<file path="config.mk">
export PLATFORM = sky130hd
export DESIGN_NAME = snake_game_ctrl
export DESIGN_NICKNAME = d
export VERILOG_FILES = /design/src/rtl/snake_game_ctrl.sv
export SDC_FILE = /design/constraint.sdc
export NUM_CORES = 1
export LEC_CHECK = 0
export ABC_AREA = 1
export CAP_MARGIN = 40
export CORE_MARGIN = 3
export CORE_UTILIZATION = 50
export CTS_BUF_LIST = sky130_fd_sc_hd__clkbuf_4
export DETAILED_ROUTE_END_ITERATION = 16
export DONT_BUFFER_PORTS = 1
export PLACE_DENSITY = 0.64
export SYNTH_ARGS = -nofsm -noshare
export SYNTH_HDL_FRONTEND = slang
export SYNTH_SLANG_ARGS = --single-unit
export TNS_END_PERCENT = 50
</file>
<file path="constraint.sdc">
create_clock -name clk50 -period 4.7 [get_ports clk50]
set_clock_uncertainty 0.05 [all_clocks]
set_input_delay 0.705 -clock clk50 [delete_from_list [all_inputs] [get_ports clk50]]
set_output_delay 0.705 -clock clk50 [all_outputs]
set_load 0.05 [all_outputs]
</file>
<file path="src/rtl/snake_game_ctrl.sv">
// Snake game controller: start/pause/over FSM, move-tick timer, direction commit, move counter.
// Optional speed-up of the move rate every 16 moves is enabled with `define SNAKE_SPEEDUP_EN.
module snake_game_ctrl #(
  parameter int TICK_DIV  = 12500000,
  parameter int TICK_STEP = 500000,
  parameter int TICK_MIN  = 3125000
) (
  input  logic       clk50,
  input  logic       resetn,
  input  logic       start,
  input  logic       pause,
  input  logic [1:0] dir_req,
  input  logic       dir_req_valid,
  input  logic       game_over,
  output logic       move_tick,
  output logic [1:0] direction,
  output logic [1:0] state,
  output logic       dp_init_n,
  output logic [7:0] moves
);

  localparam int CNT_W = 26;
  localparam logic [CNT_W-1:0] DIV_W = CNT_W'(TICK_DIV);

  typedef enum logic [1:0] {
    ST_IDLE  = 2'd0,
    ST_PLAY  = 2'd1,
    ST_PAUSE = 2'd2,
    ST_OVER  = 2'd3
  } state_e;

  state_e           state_q, state_d;
  logic             start_q, pause_q;
  logic             arm_q;
  logic [CNT_W-1:0] cnt_q, cnt_d;
  logic             move_tick_q, move_tick_d;
  logic [1:0]       direction_q, direction_d;
  logic [1:0]       pend_q, pend_d;
  logic             pend_flag_q, pend_flag_d;
  logic [7:0]       moves_q, moves_d;
  logic             dp_init_n_q, dp_init_n_d;

  logic             start_edge, pause_edge;
  logic             launch, tick_fire, dir_acc;
  logic [CNT_W-1:0] thr_m1;

  // arm_q masks the first cycle after reset so a key held through release is not an edge.
  assign start_edge = arm_q & start & ~start_q;
  assign pause_edge = arm_q & pause & ~pause_q;
  assign launch     = (state_q == ST_IDLE) && start_edge;
  assign tick_fire  = (state_q == ST_PLAY) && !game_over && (cnt_q == thr_m1);
  assign dir_acc    = ((state_q == ST_PLAY) || (state_q == ST_PAUSE)) &&
                      dir_req_valid && (dir_req != ~direction_q);

`ifdef SNAKE_SPEEDUP_EN
  localparam logic [CNT_W-1:0] STEP_W = CNT_W'(TICK_STEP);
  localparam logic [CNT_W-1:0] MIN_W  = CNT_W'(TICK_MIN);

  logic [CNT_W-1:0] thr_q, thr_d;

  always_comb begin
    thr_d = thr_q;
    if (launch) begin
      thr_d = DIV_W;
    end else if (tick_fire && (moves_q != 8'hff) && (moves_q[3:0] == 4'hf)) begin
      thr_d = (thr_q >= MIN_W + STEP_W) ? (thr_q - STEP_W) : MIN_W;
    end
  end

  always_ff @(posedge clk50) begin
    if (!resetn) begin
      thr_q <= DIV_W;
    end else begin
      thr_q <= thr_d;
    end
  end

  assign thr_m1 = thr_q - CNT_W'(1);
`else
  assign thr_m1 = DIV_W - CNT_W'(1);
`endif

  always_comb begin
    state_d = state_q;
    case (state_q)
      ST_IDLE:  if (start_edge) state_d = ST_PLAY;
      ST_PLAY: begin
        if (game_over)       state_d = ST_OVER;
        else if (pause_edge) state_d = ST_PAUSE;
      end
      ST_PAUSE: if (pause_edge) state_d = ST_PLAY;
      ST_OVER:  if (start_edge) state_d = ST_IDLE;
      default:  state_d = ST_IDLE;
    endcase
  end

  always_comb begin
    cnt_d = '0;
    case (state_q)
      ST_PLAY:  cnt_d = (game_over || tick_fire) ? '0 : cnt_q + CNT_W'(1);
      ST_PAUSE: cnt_d = cnt_q;
      default:  cnt_d = '0;
    endcase
  end

  always_comb begin
    move_tick_d = tick_fire;
    dp_init_n_d = (state_d != ST_IDLE);
    moves_d     = moves_q;
    if (launch) begin
      moves_d = '0;
    end else if (tick_fire && (moves_q != 8'hff)) begin
      moves_d = moves_q + 8'd1;
    end
  end

  // A request in the commit cycle is judged against the old direction and waits for the next tick.
  always_comb begin
    direction_d = direction_q;
    pend_d      = pend_q;
    pend_flag_d = pend_flag_q;
    if (launch) begin
      direction_d = 2'd3;
      pend_d      = 2'd0;
      pend_flag_d = 1'b0;
    end else begin
      if (tick_fire) begin
        if (pend_flag_q) direction_d = pend_q;
        pend_flag_d = 1'b0;
      end
      if (dir_acc) begin
        pend_d      = dir_req;
        pend_flag_d = 1'b1;
      end
    end
  end

  always_ff @(posedge clk50) begin
    if (!resetn) begin
      state_q     <= ST_IDLE;
      start_q     <= 1'b0;
      pause_q     <= 1'b0;
      arm_q       <= 1'b0;
      cnt_q       <= '0;
      move_tick_q <= 1'b0;
      direction_q <= 2'd3;
      pend_flag_q <= 1'b0;
      moves_q     <= '0;
      dp_init_n_q <= 1'b0;
    end else begin
      state_q     <= state_d;
      start_q     <= start;
      pause_q     <= pause;
      arm_q       <= 1'b1;
      cnt_q       <= cnt_d;
      move_tick_q <= move_tick_d;
      direction_q <= direction_d;
      pend_flag_q <= pend_flag_d;
      moves_q     <= moves_d;
      dp_init_n_q <= dp_init_n_d;
    end
  end

  always_ff @(posedge clk50) begin
    pend_q <= pend_d;
  end

  assign move_tick = move_tick_q;
  assign direction = direction_q;
  assign state     = state_q;
  assign dp_init_n = dp_init_n_q;
  assign moves     = moves_q;

endmodule

</file>
==> results.md, run 1 <==
* Area share of the largest cell type after synthesis at 34.3%
* Final GP Congestion at 0.885
* Synth Cell Area at 2680 µm²
* Critical path peak fanout at 14
* Residual DRC count at 0
* Crit-path max cell delay at 750 ps
* Most common cell on crit path: inv_1
* Antenna violations before repair at 0
* # setup viols final at 0
* Yosys cell types at 34
* Clock Power Share at 37.1%
* Final hold vios at 0
* Most frequent cells in the layout: nand2_1, inv_1, nor2_1
* First drt pass iteration count at 5
* Sum Neg Setup Slack at 0 ps
* CTS tree: done
* Seq pwr share at 52.6%
* Wire length per cell at 13.5 µm
* Pwr/cell area at 291 nW/µm²
* Vias in the first global route at 2348
* Final min period at 2870 ps
* Hold Buf Count CTS at 0
* Initial Util at 52.2%
* Row count at 26
* Die W at 79.2 µm
* Fmax at between 300 and 400 MHz
* Diode count at 0
* Area delta synth->final at 5.46%
* Power, Total at around 820 µW
* Worst path top cell family by delay: flip-flops
* RSZ-0062 raised after global routing: false
* Iter 0 DRT Violations at 193
* IO Port Bufs at 0
* TritonCTS buffer count at 5
* Switching Fraction at 27.2%
* Skew-Pair Late Insertion Delay at 380 ps
* Max-slew violation count at 0
* Max Root-Sink Buffers at 2
* Die Y at 79.2 µm
* Clk sinks at between 40 and 50
* Avg Cell Area, Syn at 7.04 µm²
* Num ports at 22
* Hold Slack at 285 ps
* Remaining antenna violation count after routing at 0
* Worst Path Buf+Inv at 3
* Slew of the pin with the lowest slew margin at about 660 ps
* WP data required at 4930 ps
* Top cells by area, synth: dfxtp_1, nand2_1, inv_1
* Yosys warnings at 0
* Slowest CP cell: dfxtp_1
* Setup bufs post-CTS at 0
* Critical-path cell list: inv_1, ha_1, inv_1, nand4_1, nor3_2, inv_2, nor2_1, xor2_1, nor2_2
* VDD IR-drop max at 0.161 mV
* Max cap viols at 0
* H-tree levels at 2
* Worst EP arrival at 3100 ps
* Startpoint types: register
* HPWL after DPL at 4510 µm
* Post-Route WL at 6080 µm
* Critical path endpoint category: register
* Post-layout nets at 396
* Switching pwr at 223 µW
* Mapped Cells at ~380
* Share of layout cells above drive strength 1 at 12.0%
* CORE AREA at 5140 µm²
* Outcome: complete, no violations
* First-pass GRT wire length at 10800 µm
* Mapped Nets at between 300 and 400
* Drt via density at 5.31
* Post-CTS sizing at 0
* Via count at 2400
* Sequential area share after synthesis at ~34%
* Top cell type by total area after synthesis: dfxtp_1
* Clock-pin slew on the worst setup and hold paths at 150 ps
* Post-layout util at a little under three fifths
* Comb pwr share at 10.2%
* Seq cells post-synth at 46
* Largest net degree at the start of global routing at 17
* Period Utilization, post-route at 61.1%
* Worst min-delay path class: input port to register
* Grt ovf at 0
* Rel. slew slack at 55.6%
* Commonest non-fill, non-tap cell in the layout: nand2_1
* GRT Overall Usage at 21.7%
* Leakage Power at roughly 0.0010 µW
* Clock Tree Root: clkbuf_4
* Crit Path Category: register to register
* Die area at 6280 µm²
* Fillers at 522
* Final Non-Filler Cells at 452
* Internal power at ~600 µW
* DP Cell Count at 444
-- stage by stage --
step / setup slack [ps] / cell area [µm²]
6_report: 1830 / 2830
4_1_cts: 1830 / 2830
3_3_place_gp: 1980 / 2720
3_5_place_dp: 1850 / 2720
5_1_grt: 1610 / 2830
2_1_floorplan: 2540 / 2680
-- power by group through the flow --
stage / registers (µW) / clock network (µW) / logic [µW]
5_1_grt: 435 / 327 / 97.2
4_1_cts: 433 / 312 / 83.9
3_5_place_dp: 442 / 0 / 83.3
6_report: 433 / 305 / 84.1
2_1_floorplan: 439 / 0 / 71.5
3_3_place_gp: 441 / 0 / 82.9
-- Yosys cell counts, drive strengths merged --
cell type and number:
nand2 74, nor2 61, inv 56, dfxtp 46, nand3 33, a21oi 21, nor3 21, nand4 19
o21ai 12, xor2 11, ha 7, buf 4, xnor2 4, clkbuf 3, nor4 3, a31oi 2
a31o 1, and3 1, nand3b 1, o211ai 1
-- final cells by class --
class / instances / area (µm²) / area share [%]
inverters: 56 / 210 / 7.43
clock buffers: 5 / 37.5 / 1.33
well taps: 70 / 87.6 / 3.10
flip-flops and latches: 46 / 921 / 32.6
clock inverters: 3 / 68.8 / 2.43
multi-input cells: 272 / 1500 / 53.2
-- path summary, 6_finish.rpt --
| check | slack, ps | endpoint | startpoint | cells after the start |
|---|---|---|---|---|
| min | 280 | arm_q$_DFF_P_ | resetn | 0 |
| max | 1830 | cnt_q[14]$_SDFFE_PN0N_ | state[0]$_SDFF_PN0_ | 9 |
| max reg2reg | 1830 | cnt_q[14]$_SDFFE_PN0N_ | state[0]$_SDFF_PN0_ | 9 |
| min reg2reg | 430 | pend_flag_q$_SDFFE_PP0P_ | pend_flag_q$_SDFFE_PP0P_ | 2 |
-- metal layers --
layer / track usage (%) / vias up / wire length [µm]
met1: 29.0 / 1083 / 2860
met3: 5.33 / 11 / 373
li1: - / 1240 / -
met2: 33.1 / 66 / 2720
met5: 0 / - / 0
met4: 9.11 / 0 / 121
-- cell families (layout without fill, tap and decap cells) --
kind of cell	Yosys count	after routing	synth area share, %
AO/OA/AOI/OAI	37	37	7.23
flip-flops	46	46	34.3
buffers and inverters	63	64	9.61
AND/OR/NAND/NOR	213	213	40.7
adder cells (fa/ha/maj)	7	7	3.26
XOR/XNOR	15	15	4.90
-- registers in the layout, indices dropped and copies added, names as in the netlist --
| register | count |
|---|---|
| pend_flag_q | 1 |
| dp_init_n | 1 |
| moves | 8 |
| state | 2 |
| pause_q | 1 |
| cnt_q | 26 |
| pend_q | 2 |
| arm_q | 1 |
| start_q | 1 |
| move_tick | 1 |
| direction | 2 |
-- worst reg2reg max path, cell delays in order, from the launching register on --
cell and delay (ps):
dfxtp_1 750, inv_1 220, ha_1 420, inv_1 460, nand4_1 190, nor3_2 270, inv_2 70, nor2_1 120
xor2_1 180, nor2_2 40
Power figures use the tool's default switching activity.
==> run 2, diff against run 1 <==
clock period = 3 ns   (was 4.7 ns; I/O delays follow)
==> run 2 against run 1 <==
Against the previous run:
- largest cell class unchanged
- global-route usage fell by 1.3 points
- sequential share of layout area fell by 0.17 points
- critical endpoint is now cnt_q[21]$_SDFFE_PN0N_
- combinational power rose by 80%
- final area rose by 0.53%
- hold slack got worse by 250 ps
- critical path type unchanged
- sequential cell count did not move
==> results.md, run 2 (same netlist as run 1, synthesis figures left out) <==
* Wire length per cell at between 10 and 15 µm
* IO Port Bufs at 0
* Slowest CP cell: dfxtp_1
* HPWL after DPL at about 4500 µm
* Row count at 26
* Critical-path cell list: inv_1, ha_1, inv_2, nor2_8, nand4_1, nor2_1, nand2_2, nand2_2, nand2_4, nand2_8, nor3_1
* Clk sinks at 46
* Max Root-Sink Buffers at 2
* Drt via density at 5.28
* Top reg by flops: cnt_q
* WP data required at 3240 ps
* Most frequent cells in the layout: nand2_1, inv_1, nor2_1
* Worst EP arrival at 2520 ps
* Hold Buf Count CTS at 0
* Comb pwr share at 13.4%
* Commonest non-fill, non-tap cell in the layout: nand2_1
* RSZ-0062 raised after global routing: false
* Die area at 6280 µm²
* Setup bufs post-CTS at 0
* Antenna violations before repair at 0
* # setup viols final at 0
* Diode count at 0
* Most common cell on crit path: nand2_2
* Iter 0 DRT Violations at 178
* Seq pwr share at about 59%
* H-tree levels at 2
* Grt ovf at 0
* Post-Route WL at 5960 µm
* Clock Tree Root: clkbuf_4
* Worst min-delay path class: input port to register
* Via count at roughly 2400
* Rel. slew slack at 56.7%
* CTS tree: done
* GRT Max-Usage Layer: met2
* Sum Neg Setup Slack at 0 ps
* Clock Power Share at 28.0%
* Met3 Use GR at around 3.2%
* Fmax at 439 MHz
* Residual DRC count at 0
* VDD IR-drop max at 0.272 mV
* GRT Overall Usage at 20.4%
* Pwr/cell area at approximately 400 nW/µm²
* Max-slew violation count at 0
* Worst Path Buf+Inv at 2
* Max cap viols at 0
* Die Y at 79.2 µm
* Clock-pin slew on the worst setup and hold paths at ~150 ps
* Skew-Pair Late Insertion Delay at 370 ps
* Critical path endpoint category: register
* Initial Util at 52.2%
* Worst path top cell family by delay: simple AND/OR/NAND/NOR gates
* TritonCTS buffer count at 5
* Largest net degree at the start of global routing at 17
* CORE AREA at 5140 µm²
* Final hold vios at 0
* Max reg flops at 26
* Leakage Power at roughly 0.0011 µW
* Final min period at 2280 ps
* M1 GR Usage at 28.4%
* Switching Fraction at 31.4%
* Die W at around 79 µm
* Num ports at 22
* First drt pass iteration count at 4
* Period Utilization, post-route at 75.9%
* Share of layout cells above drive strength 1 at around 14%
* Crit-path max cell delay at approximately 740 ps
* Post-CTS sizing at 0
* Met2 global-route usage at around a third
* Area delta synth->final at 6.02%
* Internal power at between 700 and 800 µW
* Slew of the pin with the lowest slew margin at 649 ps
* Startpoint types: register
* Outcome: complete, no violations
* First-pass GRT wire length at 10200 µm
* Hold Slack at 35.4 ps
* Final GP Congestion at 0.852
* Post-layout nets at just over 400
* Post-layout util at 55.3%
* Crit Path Category: register to register
* Vias in the first global route at 2252
* Switching pwr at ~360 µW
* Critical path peak fanout at 16
* Remaining antenna violation count after routing at 0
[run 2: stage by stage]
step	instances	total power (µW)	area (µm²)	setup WS, ps
3_5_place_dp	452	830	2780	752
4_1_cts	460	1140	2840	705
6_report	460	1130	2840	722
5_1_grt	460	1190	2840	572
2_1_floorplan	381	800	2680	842
3_3_place_gp	452	829	2780	783
[run 2: final timing paths]
check,startpoint,to,slack [ps],cells past startpoint
worst max-delay path,state[1]$_SDFF_PN0_,cnt_q[21]$_SDFFE_PN0N_,720,11
worst min-delay path,resetn,arm_q$_DFF_P_,40,0
worst max register to register,state[1]$_SDFF_PN0_,cnt_q[21]$_SDFFE_PN0N_,720,11
worst min register to register,pend_flag_q$_SDFFE_PP0P_,pend_flag_q$_SDFFE_PP0P_,420,2
[run 2: power by group through the flow]
stage          combinational [µW]  clock, µW  sequential [µW]
6_report                      151        317              663
5_1_grt                       175        345              666
4_1_cts                       153        325              664
3_5_place_dp                  153          0              677
3_3_place_gp                  152          0              677
2_1_floorplan                 112          0              688
[run 2: metal layers]
metal | wire [µm] | part of all wire [%]
met5 | 0 | 0
met4 | 81 | 1.4
met3 | 275 | 4.6
met2 | 2720 | 46
met1 | 2880 | 48
[run 2: layout make-up]
cell class	instances	area (µm²)
Fill cell	514	2300
Multi-Input combinational cell	272	1500
Sequential cell	46	921
Inverter	56	210
Tap cell	70	87.6
Timing Repair Buffer	8	60.1
Clock buffer	5	37.5
Clock inverter	3	23.8
==> run 3, diff against run 2 <==
clock period = 2.3 ns   (was 3 ns; I/O delays follow)
==> run 3 against run 2 <==
Against the previous run:
- count of clock-buffer cells in the layout stayed put
- fmax increased by 9.1%
- setup slack worse by 510 ps
- utilization up 1.8 points
- combinational power increased by 34%
- wire length grew 2.8%
==> results.md, run 3 (same netlist as run 1, synthesis figures left out) <==
* Seq pwr share at roughly 55%
* Skew-Pair Late Insertion Delay at about 370 ps
* Share of layout cells above drive strength 1 at 15.0%
* Slowest CP cell: dfxtp_1
* Clock-pin slew on the worst setup and hold paths at 150 ps
* Post-CTS sizing at 0
* Final min period at 2090 ps
* Final hold vios at 0
* Antenna violations before repair at 0
* Post-layout nets at 413
* Iter 0 DRT Violations at 174
* Worst Hold Launch: resetn
* Clock Power Share at between 30% and 40%
* Max reg flops at 26
* Period Utilization, post-route at 90.8%
* RSZ-0062 raised after global routing: false
* Die Y at 79.2 µm
* Grt ovf at 0
* WP data required at 2530 ps
* Initial Util at 52.2%
* TritonCTS buffer count at 5
* Num ports at 22
* Sum Neg Setup Slack at 0 ps
* Commonest non-fill, non-tap cell in the layout: nand2_1
* Drt via density at 5.21
* RR Endpoint: cnt_q[20]$_SDFFE_PN0N_
* R2R depth at 8
* Final GP Congestion at 0.947
* Row count at 26
* Max Root-Sink Buffers at 2
* Vias in the first global route at 2279
* Area delta synth->final at 9.56%
* CTS tree: done
* Internal power at 1130 µW
* Clk sinks at 46
* GRT Overall Usage at 20.9%
* RR Startpoint: state[0]$_SDFF_PN0_
* Outcome: complete, no violations
* First drt pass iteration count at 5
* Post-Route WL at 6120 µm
* Worst min-delay path class: input port to register
* Worst EP arrival at 2320 ps
* Max cap viols at 0
* Most frequent cells in the layout: nand2_1, inv_1, nor2_1
* CORE AREA at 5140 µm²
* Diode count at 0
* Top reg by flops: cnt_q
* Clock Tree Root: clkbuf_4
* Placed Area at 2830 µm²
* HPWL after DPL at about 4600 µm
* Max-slew violation count at 0
* Via count at 2442
* Startpoint types: register
* Switching pwr at roughly 460 µW
* Hold depth at 2
* Switching Fraction at ~29%
* VDD IR-drop max at 0.404 mV
* Rel. slew slack at 67.9%
* Die W at ~79 µm
* R2R Setup Slk at 210 ps
* IO Port Bufs at 0
* Fmax at 479 MHz
* Critical path peak fanout at 7
* Comb pwr share at 12.8%
* Largest net degree at the start of global routing at 17
* Worst Path Buf+Inv at 2
* Critical path endpoint category: register
* Remaining antenna violation count after routing at 0
* Worst path top cell family by delay: simple AND/OR/NAND/NOR gates
* Wire length per cell at between 10 and 15 µm
* Leakage Power at roughly 0.0011 µW
* Crit-path max cell delay at roughly 450 ps
* Die area at 6280 µm²
* Pwr/cell area at ~540 nW/µm²
* First-pass GRT wire length at between 10000 and 15000 µm
* # setup viols final at 0
* Most common cell on crit path: nand3_1
* Residual DRC count at 0
* Hold Path End: start_q$_SDFF_PN0_
* Slew of the pin with the lowest slew margin at 479 ps
* Critical-path cell list: inv_1, ha_1, inv_1, nand3_1, nor4_2, nand3_1, nand3_1, nor2_1
* Crit Path Category: register to register
* Fin area at 2940 µm²
* H-tree levels at 2
## run 3: worst register-to-register path: cells and delay by family, from the launching register on
family                   cells  cell delay (ps)
adder cells (fa/ha/maj)      1              230
AND/OR/NAND/NOR              5              910
flip-flops                   1              450
buffers and inverters        2              350
## run 3: layout make-up
type	count	area, µm²
Fill cell	530	2200
Clock inverter	3	43.8
Multi-Input combinational cell	272	1500
Tap cell	70	87.6
Clock buffer	5	37.5
Inverter	56	210
Timing Repair Buffer	17	135
Sequential cell	46	921
## run 3: how the worst max path moves through the flow
stage                                   start                     end  slack (ps)  cells after the start
after floorplan           state[0]$_SDFF_PN0_  cnt_q[14]$_SDFFE_PN0N_         140                      9
after global placement    state[0]$_SDFF_PN0_  cnt_q[20]$_SDFFE_PN0N_         300                      8
after detailed placement  state[0]$_SDFF_PN0_  cnt_q[20]$_SDFFE_PN0N_         300                      8
after CTS                 state[0]$_SDFF_PN0_  cnt_q[20]$_SDFFE_PN0N_         260                      8
after global routing      state[0]$_SDFF_PN0_  cnt_q[20]$_SDFFE_PN0N_          50                      8
final                     state[0]$_SDFF_PN0_  cnt_q[20]$_SDFFE_PN0N_         210                      8
## run 3: stage by stage
step                      setup slack, ps  total power, µW  util [%]  cells  hold WS [ps]
final                                 212             1580      57.2    469          11.8
after global routing                 45.1             1660      57.2    469          4.29
after detailed placement              298             1080      55.0    458           324
after floorplan                       142             1040         -    381           323
after global placement                299             1080      55.0    458           324
after CTS                             265             1600      57.2    469          1.46
## run 3: repair_timing
| action | CTS | global route |
|---|---|---|
| hold buffers | 3 | 0 |
| setup buffers | 0 | 0 |
| hold endpoints to repair | 3 | 0 |
## run 3: layer usage
metal | vias to the layer above | global-route usage [%] | part of all wire, %
met1 | 1106 | 27.7 | 48
met4 | 0 | 8.59 | 2.4
li1 | 1272 | - | -
met5 | - | 0 | 0
met2 | 49 | 32.6 | 45
met3 | 15 | 4.99 | 4.3
## run 3: power groups by stage
| stage | registers [µW] | clock network, µW | logic, µW |
|---|---|---|---|
| 4_1_cts | 867 | 527 | 204 |
| 2_1_floorplan | 897 | 0 | 146 |
| 6_report | 866 | 515 | 203 |
| 3_5_place_dp | 885 | 0 | 199 |
| 3_3_place_gp | 884 | 0 | 197 |
| 5_1_grt | 870 | 557 | 229 |
